File: config.mk
export PLATFORM = sky130hd
export DESIGN_NAME = kws_requant
export DESIGN_NICKNAME = d
export VERILOG_FILES = /design/src/rtl/kws_requant.sv
export SDC_FILE = /design/constraint.sdc
export NUM_CORES = 2
export LEC_CHECK = 0
export CORE_UTILIZATION = 60
export CTS_BUF_LIST = sky130_fd_sc_hd__clkbuf_4
export DETAILED_ROUTE_END_ITERATION = 12
export PLACE_DENSITY = 0.85
export SETUP_SLACK_MARGIN = 0.4
export SYNTH_ARGS = -nofsm -noshare
export SYNTH_HDL_FRONTEND = slang
export SYNTH_SLANG_ARGS = --single-unit
File: constraint.sdc
create_clock -name clk -period 14.2 [get_ports clk]
set_input_delay 2.84 -clock clk [delete_from_list [all_inputs] [get_ports clk]]
set_output_delay 2.84 -clock clk [all_outputs]
set_load 0.005 [all_outputs]
File: src/rtl/kws_requant.sv
// TFLM int8 requantization output stage behind the KWS MAC accumulator CFU.
// Config writes answer in one cycle; REQUANT runs a 4-stage pipeline with one command outstanding.
module kws_requant (
    input  logic        clk,
    input  logic        reset,
    input  logic [9:0]  cmd_payload_function_id,
    input  logic [31:0] cmd_payload_inputs_0,
    input  logic [31:0] cmd_payload_inputs_1,
    input  logic        cmd_valid,
    output logic        cmd_ready,
    output logic        rsp_valid,
    input  logic        rsp_ready,
    output logic [31:0] rsp_payload_outputs_0,
    output logic        rsp_payload_response_ok
);

    localparam int unsigned DATA_W = 32;
    localparam int unsigned PROD_W = 64;
    localparam int unsigned Y_W    = 34;

    localparam logic [2:0] F_SET_MULT  = 3'd0;
    localparam logic [2:0] F_SET_SHIFT = 3'd1;
    localparam logic [2:0] F_SET_CLAMP = 3'd2;
    localparam logic [2:0] F_REQUANT   = 3'd3;

    localparam logic signed [DATA_W-1:0] INT32_MIN = 32'sh8000_0000;
    localparam logic signed [DATA_W-1:0] INT32_MAX = 32'sh7FFF_FFFF;
    localparam logic signed [PROD_W-1:0] NUDGE_POS = 64'sh0000_0000_4000_0000;
    localparam logic signed [PROD_W-1:0] NUDGE_NEG = 64'shFFFF_FFFF_C000_0001;
    localparam logic signed [PROD_W-1:0] DIV_BIAS  = 64'sh0000_0000_7FFF_FFFF;

    typedef enum logic [1:0] {
        ST_IDLE = 2'd0,
        ST_BUSY = 2'd1,
        ST_RESP = 2'd2
    } state_e;

    state_e state_q, state_d;
    logic [1:0]  cnt_q, cnt_d;
    logic        cmd_ready_q, cmd_ready_d;
    logic        rsp_valid_q, rsp_valid_d;
    logic [31:0] rsp_payload_q, rsp_payload_d;

    logic signed [DATA_W-1:0] mult_q, mult_d;
    logic [4:0]               rshift_q, rshift_d;
    logic signed [8:0]        off_q, off_d;
    logic signed [7:0]        act_min_q, act_min_d;
    logic signed [7:0]        act_max_q, act_max_d;

    logic signed [DATA_W-1:0] x_q, x_d;
    logic signed [PROD_W-1:0] p_q, p_d;
    logic                     sat_q, sat_d;
    logic signed [DATA_W-1:0] h_q, h_d;

    logic [2:0] funct3_c;
    logic       accept_c;

    assign funct3_c = cmd_payload_function_id[2:0];
    assign accept_c = cmd_valid && cmd_ready_q;

    // S2: full-width product plus the single overflowing corner of the doubling high multiply
    assign p_d   = PROD_W'(x_q) * PROD_W'(mult_q);
    assign sat_d = (x_q == INT32_MIN) && (mult_q == INT32_MIN);

    // S3: round-to-nearest high half, division truncating toward zero
    logic signed [PROD_W-1:0] sum_c, quot_c;
    always_comb begin
        sum_c = p_q + (p_q[PROD_W-1] ? NUDGE_NEG : NUDGE_POS);
        if (sum_c[PROD_W-1]) begin
            quot_c = (sum_c + DIV_BIAS) >>> 31;
        end else begin
            quot_c = sum_c >>> 31;
        end
    end
    assign h_d = sat_q ? INT32_MAX : quot_c[DATA_W-1:0];

    // S4: rounding arithmetic shift, output offset and activation clamp
    logic [DATA_W-1:0]        mask_c, rem_c, thr_c;
    logic signed [DATA_W-1:0] sh_c, r_c;
    logic signed [Y_W-1:0]    y_c, lo_c, clamp_c, min_c, max_c;
    logic [31:0]              out_c;
    always_comb begin
        mask_c  = (32'd1 << rshift_q) - 32'd1;
        rem_c   = h_q & mask_c;
        thr_c   = (mask_c >> 1) + {31'd0, h_q[DATA_W-1]};
        sh_c    = h_q >>> rshift_q;
        r_c     = sh_c + {31'd0, (rem_c > thr_c)};
        y_c     = Y_W'(r_c) + Y_W'(off_q);
        min_c   = Y_W'(act_min_q);
        max_c   = Y_W'(act_max_q);
        lo_c    = (y_c > max_c) ? max_c : y_c;
        clamp_c = (lo_c < min_c) ? min_c : lo_c;
        out_c   = {{24{clamp_c[7]}}, clamp_c[7:0]};
    end

    // Next-state, config and response logic
    always_comb begin
        state_d       = state_q;
        cnt_d         = cnt_q;
        cmd_ready_d   = cmd_ready_q;
        rsp_valid_d   = rsp_valid_q;
        rsp_payload_d = rsp_payload_q;
        mult_d        = mult_q;
        rshift_d      = rshift_q;
        off_d         = off_q;
        act_min_d     = act_min_q;
        act_max_d     = act_max_q;
        x_d           = x_q;

        unique case (state_q)
            ST_IDLE: begin
                if (accept_c) begin
                    cmd_ready_d = 1'b0;
                    if (funct3_c == F_REQUANT) begin
                        x_d     = cmd_payload_inputs_0 + cmd_payload_inputs_1;
                        cnt_d   = 2'd0;
                        state_d = ST_BUSY;
                    end else begin
                        unique case (funct3_c)
                            F_SET_MULT: mult_d = cmd_payload_inputs_0;
                            F_SET_SHIFT: begin
                                rshift_d = cmd_payload_inputs_0[4:0];
                                off_d    = cmd_payload_inputs_1[8:0];
                            end
                            F_SET_CLAMP: begin
                                act_min_d = cmd_payload_inputs_0[7:0];
                                act_max_d = cmd_payload_inputs_0[15:8];
                            end
                            default: ;
                        endcase
                        rsp_payload_d = 32'd0;
                        rsp_valid_d   = 1'b1;
                        state_d       = ST_RESP;
                    end
                end
            end
            ST_BUSY: begin
                cnt_d = cnt_q + 2'd1;
                if (cnt_q == 2'd2) begin
                    rsp_payload_d = out_c;
                    rsp_valid_d   = 1'b1;
                    state_d       = ST_RESP;
                end
            end
            ST_RESP: begin
                if (rsp_ready) begin
                    rsp_valid_d = 1'b0;
                    cmd_ready_d = 1'b1;
                    state_d     = ST_IDLE;
                end
            end
            default: begin
                state_d     = ST_IDLE;
                cmd_ready_d = 1'b1;
                rsp_valid_d = 1'b0;
            end
        endcase
    end

    always_ff @(posedge clk) begin
        if (reset) begin
            state_q       <= ST_IDLE;
            cnt_q         <= 2'd0;
            cmd_ready_q   <= 1'b1;
            rsp_valid_q   <= 1'b0;
            rsp_payload_q <= 32'd0;
            mult_q        <= INT32_MAX;
            rshift_q      <= 5'd0;
            off_q         <= 9'sd0;
            act_min_q     <= -8'sd128;
            act_max_q     <= 8'sd127;
            x_q           <= '0;
            p_q           <= '0;
            sat_q         <= 1'b0;
            h_q           <= '0;
        end else begin
            state_q       <= state_d;
            cnt_q         <= cnt_d;
            cmd_ready_q   <= cmd_ready_d;
            rsp_valid_q   <= rsp_valid_d;
            rsp_payload_q <= rsp_payload_d;
            mult_q        <= mult_d;
            rshift_q      <= rshift_d;
            off_q         <= off_d;
            act_min_q     <= act_min_d;
            act_max_q     <= act_max_d;
            x_q           <= x_d;
            p_q           <= p_d;
            sat_q         <= sat_d;
            h_q           <= h_d;
        end
    end

    assign cmd_ready               = cmd_ready_q;
    assign rsp_valid               = rsp_valid_q;
    assign rsp_payload_outputs_0   = rsp_payload_q;
    assign rsp_payload_response_ok = 1'b1;

    logic unused_c;
    assign unused_c = ^{cmd_payload_function_id[9:3], quot_c[PROD_W-1:DATA_W], clamp_c[Y_W-1:8]};

endmodule

Word level (Yosys, flattened, before mapping):

Cells that the tools add are included.

* bits in registers: 229
* bits in read-only memories: 0
* memory bits (writable): 0
* output and inout bits: 35
* memories kept: 0
* bits in latches: 0

* shifts and indexed selects: 2
* multiplexer cells: 25
* equality and inequality tests: 13
* div/mod/pow operators: 0
* add/sub/neg operators: 8
* $mul: 1
* reduce and logical (&&, ||, !) cells: 15
* order comparisons: 3
* bitwise logic cells: 3

Operators with widths (count)
* $mux 32: 4
* $add 64x64->64: 1
* $eq 32x32->1 const B: 2
* $mul 32x32->64: 1
* $mux 64: 1
* $pmux 32 s2: 1
* $add 63x32->63 const B: 1
* $lt 34x8->1: 1
* $mux 34: 1
* $add 32x9->33: 1
* $gt 33x8->1: 1
* $add 31x1->32: 1
* $add 32x1->32: 1
* $add 32x32->32: 1
* $and 32x32->32: 1
* $gt 32x32->1: 1
* $shl 1x5->32 const A: 1
* $sshr 32x5->32: 1
* $sub 32x1->32 const B: 1
* $mux 31: 1
* $reduce_and 4->1: 5
* $mux 2: 6
* $reduce_and 3->1: 4
* $ne 2x2->1 const B: 5
* 16 further kinds: 26

Longest topological paths before layout:

* depth after elaboration: 12
* mapped depth: 77
* gate-level depth less buffers: 67

Worst setup path before layout:

No wires, ideal clock.

* kind: flip-flop to flip-flop
* from: register rshift_q[3]
* to: register rsp_payload_q[0] (netlist: rsp_payload_outputs_0[0])
* library setup time: 0.127 ns
* buffers on the path: 12
* path slack: 0.239 ns
* cell stages (with the launch flop): 67
* arrival: 13.834 ns
* path through: dfxtp_1 clkbuf_1 clkbuf_1 clkbuf_1 clkbuf_1 clkbuf_1 nor2_1 nand3_1 ha_1 clkbuf_1 clkbuf_1 clkbuf_1 clkbuf_1 xnor2_1 ha_1 nand4_1 or3_1 nor2b_1 (+31 left out) o32a_1 buf_1 buf_1 nand2_1 nand2_1 ha_1 a21o_1 a21o_1 a21o_1 a21o_1 a21o_1 a211oi_1 o31a_1 mux2i_1 nand3b_1 o21ai_1 mux2i_1 o21ai_0

* cells in the longest elaborated chain, start to end: 12
* elaborated cells on any way between the ends: 14

RTL lines
* start, declared: line 45 `logic [4:0] rshift_q, rshift_d;`
* start signal, assigned: line 183 `rshift_q <= rshift_d;`
* $shl 1x5->32: line 83 `mask_c = (32'd1 << rshift_q) - 32'd1;`
* $sub 32x1->32: line 83
* $add 31x1->32 or $and 32x32->32 (tied branches): line 85, 84
* $gt 32x32->1: line 87 `r_c = sh_c + {31'd0, (rem_c > thr_c)};`
* $add 32x1->32 *: line 87
* $add 32x9->33 *: line 88 `y_c = Y_W'(r_c) + Y_W'(off_q);`
* $gt 33x8->1: line 91 `lo_c = (y_c > max_c) ? max_c : y_c;`
* $mux 34 *: line 91
* $lt 34x8->1: line 92 `clamp_c = (lo_c < min_c) ? min_c : lo_c;`
* $mux 8 *: line 92
* $mux 32 *: line 139 `if (cnt_q == 2'd2) begin`
* $pmux 32 s2 *: line 110 `unique case (state_q)`
* end signal, assigned: line 181 `rsp_payload_q <= rsp_payload_d;`
* end, declared: line 42 `logic [31:0] rsp_payload_q, rsp_payload_d;`

Mark *: on every way between the ends. The rest lies on a longest branch, timed or not. The select of a mux whose other input is x is not followed.
A chain may end at the register's enable or synchronous reset.

Worst setup path after layout:

* from: register rshift_q[4]
* to: register rsp_payload_q[30] (netlist: rsp_payload_outputs_0[30])

The elaborated chain is that of the path after synthesis.

==> flow_summary.yaml <==
status:
  outcome: "completed"
drt:
  wirelength_um: 151000
  routed_via_density: 5.96
  wl_per_cell_um: 19.9
  dr.pass1.iters: 6
  ant_nets: 0
  dr.first_iter.drc_count: 3892
  route.detailed.drc: 0
  vias: 45200
critical_path:
  cp-end-kind: "flop"
  cp_data_arrival_time_ps: 13560
  critical_path_class: "reg -> reg"
  critPathRequiredTime_ps: 14920
  crit_slowest_cell: "or3_4"
  cpPeakStageDelay_ps: 440
  critPathLaunchType: "flop"
  critPathMaxFanout: 25
pwr:
  ir_worst_vdd_v: 0.0000815
  power.density_mw_per_mm2: 93.7
  power.total_mw: 5.43
  cellLeakagePower_nw: 26.2
synth:
  synth_area_leaders: "fa_1 39%, ha_1 8.7%, inv_1 8.1%"
  synth_cell_types: 109
  synth_top_area_cell: "fa_1"
  syn_area_mm2: 0.0554
  synth_most_common_cell: "inv_1"
  synth.avg_cell_area_um2: 8.55
  syn_inst: 6479
  synth-seq-area-share_pct: 7.41
  synth_seq_cells: 205
  async_reset_ff_share_pct: 0
  yosysWarningCount: 0
  synth-edff-count: 0
  synth_ff_type: "dfxtp_1"
  synth_commonest_cells: "1197 x inv_1, 1094 x nand2_1, 1084 x fa_1"
  netlist.area_leader.share_pct: 39.2
sta:
  min_period_over_period_pct: 90.4
  rsz0062_at_grt: "no"
  min_period_ps: 12840
  max_freq_mhz: 77.9
  worstMarginPinSlew_ps: 1360
  setup_violations: 0
  drv_slew: 0
  finalHoldViolations: 0
  tns_ps: 0
  skew_ps: 57.5
  maxSlewHeadroom_pct: 8.75
place:
  post-dp-hpwl_um: 116000
  dpl-instance-area_mm2: 0.0572
  gp_congestion: 1.00
  io_buffers: 104
die:
  die_h_um: 306
  core-area_mm2: 0.0915
  fp.dieW_um: 306
  initial_core_util_pct: 60.5
  die_area_mm2: 0.0935
  pin_count: 113
  row_count: 111
clock_tree:
  cts.sinks: 205
  cts.path.max_buffers: 3
  cts_root_buffer: "clkbuf_4"
  cts_made_buffers: 55
  clkLatencyLatePin_ps: 850
  cts_tree: "done"
  htreeDepth: 2
  cts.reportedPaths.clkPinSlew_ps: 70
  postCtsHoldBufs: 0
global_route:
  grt_pass1_wl_um: 247000
  grt.total_usage_pct: 33.4
  antenna_found_initial: 5
  grt_max_degree: 86
  grt_pass1_vias: 47800
  overflow: 0
min_path:
  hold_class: "reg -> reg"
flow_run:
  max_cap_violations: 0
finish:
  drive_gt1_share_pct: 5.12
  fin_nets: 7913
  synthToLayoutAreaGrowth_pct: 4.71
  fin_area_mm2: 0.0580
layout by cell type, fill, tap and decap left out, types with 20 or more instances in the layout:
cell / instances
clkbuf_4: 66
nor2_1: 216
a21oi_1: 271
nand2_1: 1094
o21a_1: 29
ha_1: 385
a31oi_1: 22
and2_1: 289
dfxtp_1: 200
nand4_1: 70
or3_1: 20
inv_1: 1197
mux4_2: 44
nand3_1: 87
nand2b_1: 56
nor2b_1: 63
buf_4: 104
fa_1: 1084
and3_1: 40
nor4_1: 30
clkdlybuf4s50_1: 103
o21bai_1: 20
xnor2_1: 138
o21ai_0: 141
nor3_1: 43
mux2i_1: 62
a211oi_1: 24
a21o_1: 110
xor2_1: 73
area by class of cell:
type,instances,area (µm²)
sequential,205,4110
fill,7286,33600
multi-input combinational,4693,45300
timing repair buffer,209,1850
tap,1186,1480
inverter,1200,4500
clock buffer,66,495
antenna,7,17.5
clock inverter,29,194
cells by family after synthesis:
logic type | Yosys count | synth area share (%)
and+or+nand+nor | 2110 | 18.2
buffers and inverters | 1582 | 11.0
adders and majority gates | 1471 | 47.9
AOI/OAI and AO/OA | 778 | 8.99
xor gates and xnor gates | 211 | 3.34
DFF | 205 | 7.41
muxes | 120 | 3.20
other | 2 | 0.0136
state kept, by name, indices dropped and copies added, names as in the netlist:
name / count
p_q: 64
h_q: 32
mult_q: 32
x_q: 32
off_q: 9
act_max_q: 8
act_min_q: 8
rsp_payload_outputs_0: 8
rshift_q: 5
cnt_q: 2
state_q: 2
cmd_ready: 1
rsp_valid: 1
sat_q: 1
path summary, 6_finish.rpt:
check | start | to | slack, ps | cells after the start
setup reg to reg | rshift_q[4] | rsp_payload_outputs_0[30] | 1360 | 61
hold reg to reg | off_q[5] | off_q[5] | 460 | 2
hold / removal | off_q[5] | off_q[5] | 460 | 2
setup / recovery | rshift_q[4] | rsp_payload_outputs_0[30] | 1360 | 61
per-stage QoR:
step	worst slack, ps	std cells	hold WS (ps)	utilization, %
3_5_place_dp	703	7492	452	62.4
5_1_grt	399	7591	480	63.3
3_3_place_gp	820	7492	440	62.4
6_report	1360	7595	461	63.3
4_1_cts	662	7587	463	63.2
2_1_floorplan	448	6480	436	-
report_power, final:
part	internal (mW)	switching [mW]
sequential	0.684	0.117
clock	0.261	0.281
combinational	1.67	2.42
total	2.62	2.81
worst max-delay path: cells and delay by family (launching register included):
kind / cells / cell delay [ps]
xor gates and xnor gates: 3 / 540
adders and majority gates: 6 / 1830
and+or+nand+nor: 20 / 4080
DFF: 1 / 330
muxes: 2 / 350
buffers and inverters: 5 / 880
AOI/OAI and AO/OA: 25 / 4650
routing by layer:
metal / vias to the layer above / GRT usage, % / wire [µm]
met5: - / 0.310 / 40
met4: 2 / 16.2 / 7990
met3: 582 / 7.80 / 15400
met2: 2419 / 55.2 / 71500
met1: 22300 / 41.1 / 56100
li1: 19900 / - / -
what timing repair did:
action	CTS	global route
buffers inserted	0	1
gates resized for setup	0	21
endpoints found under the setup margin	0	8
Power figures use the tool's default switching activity.
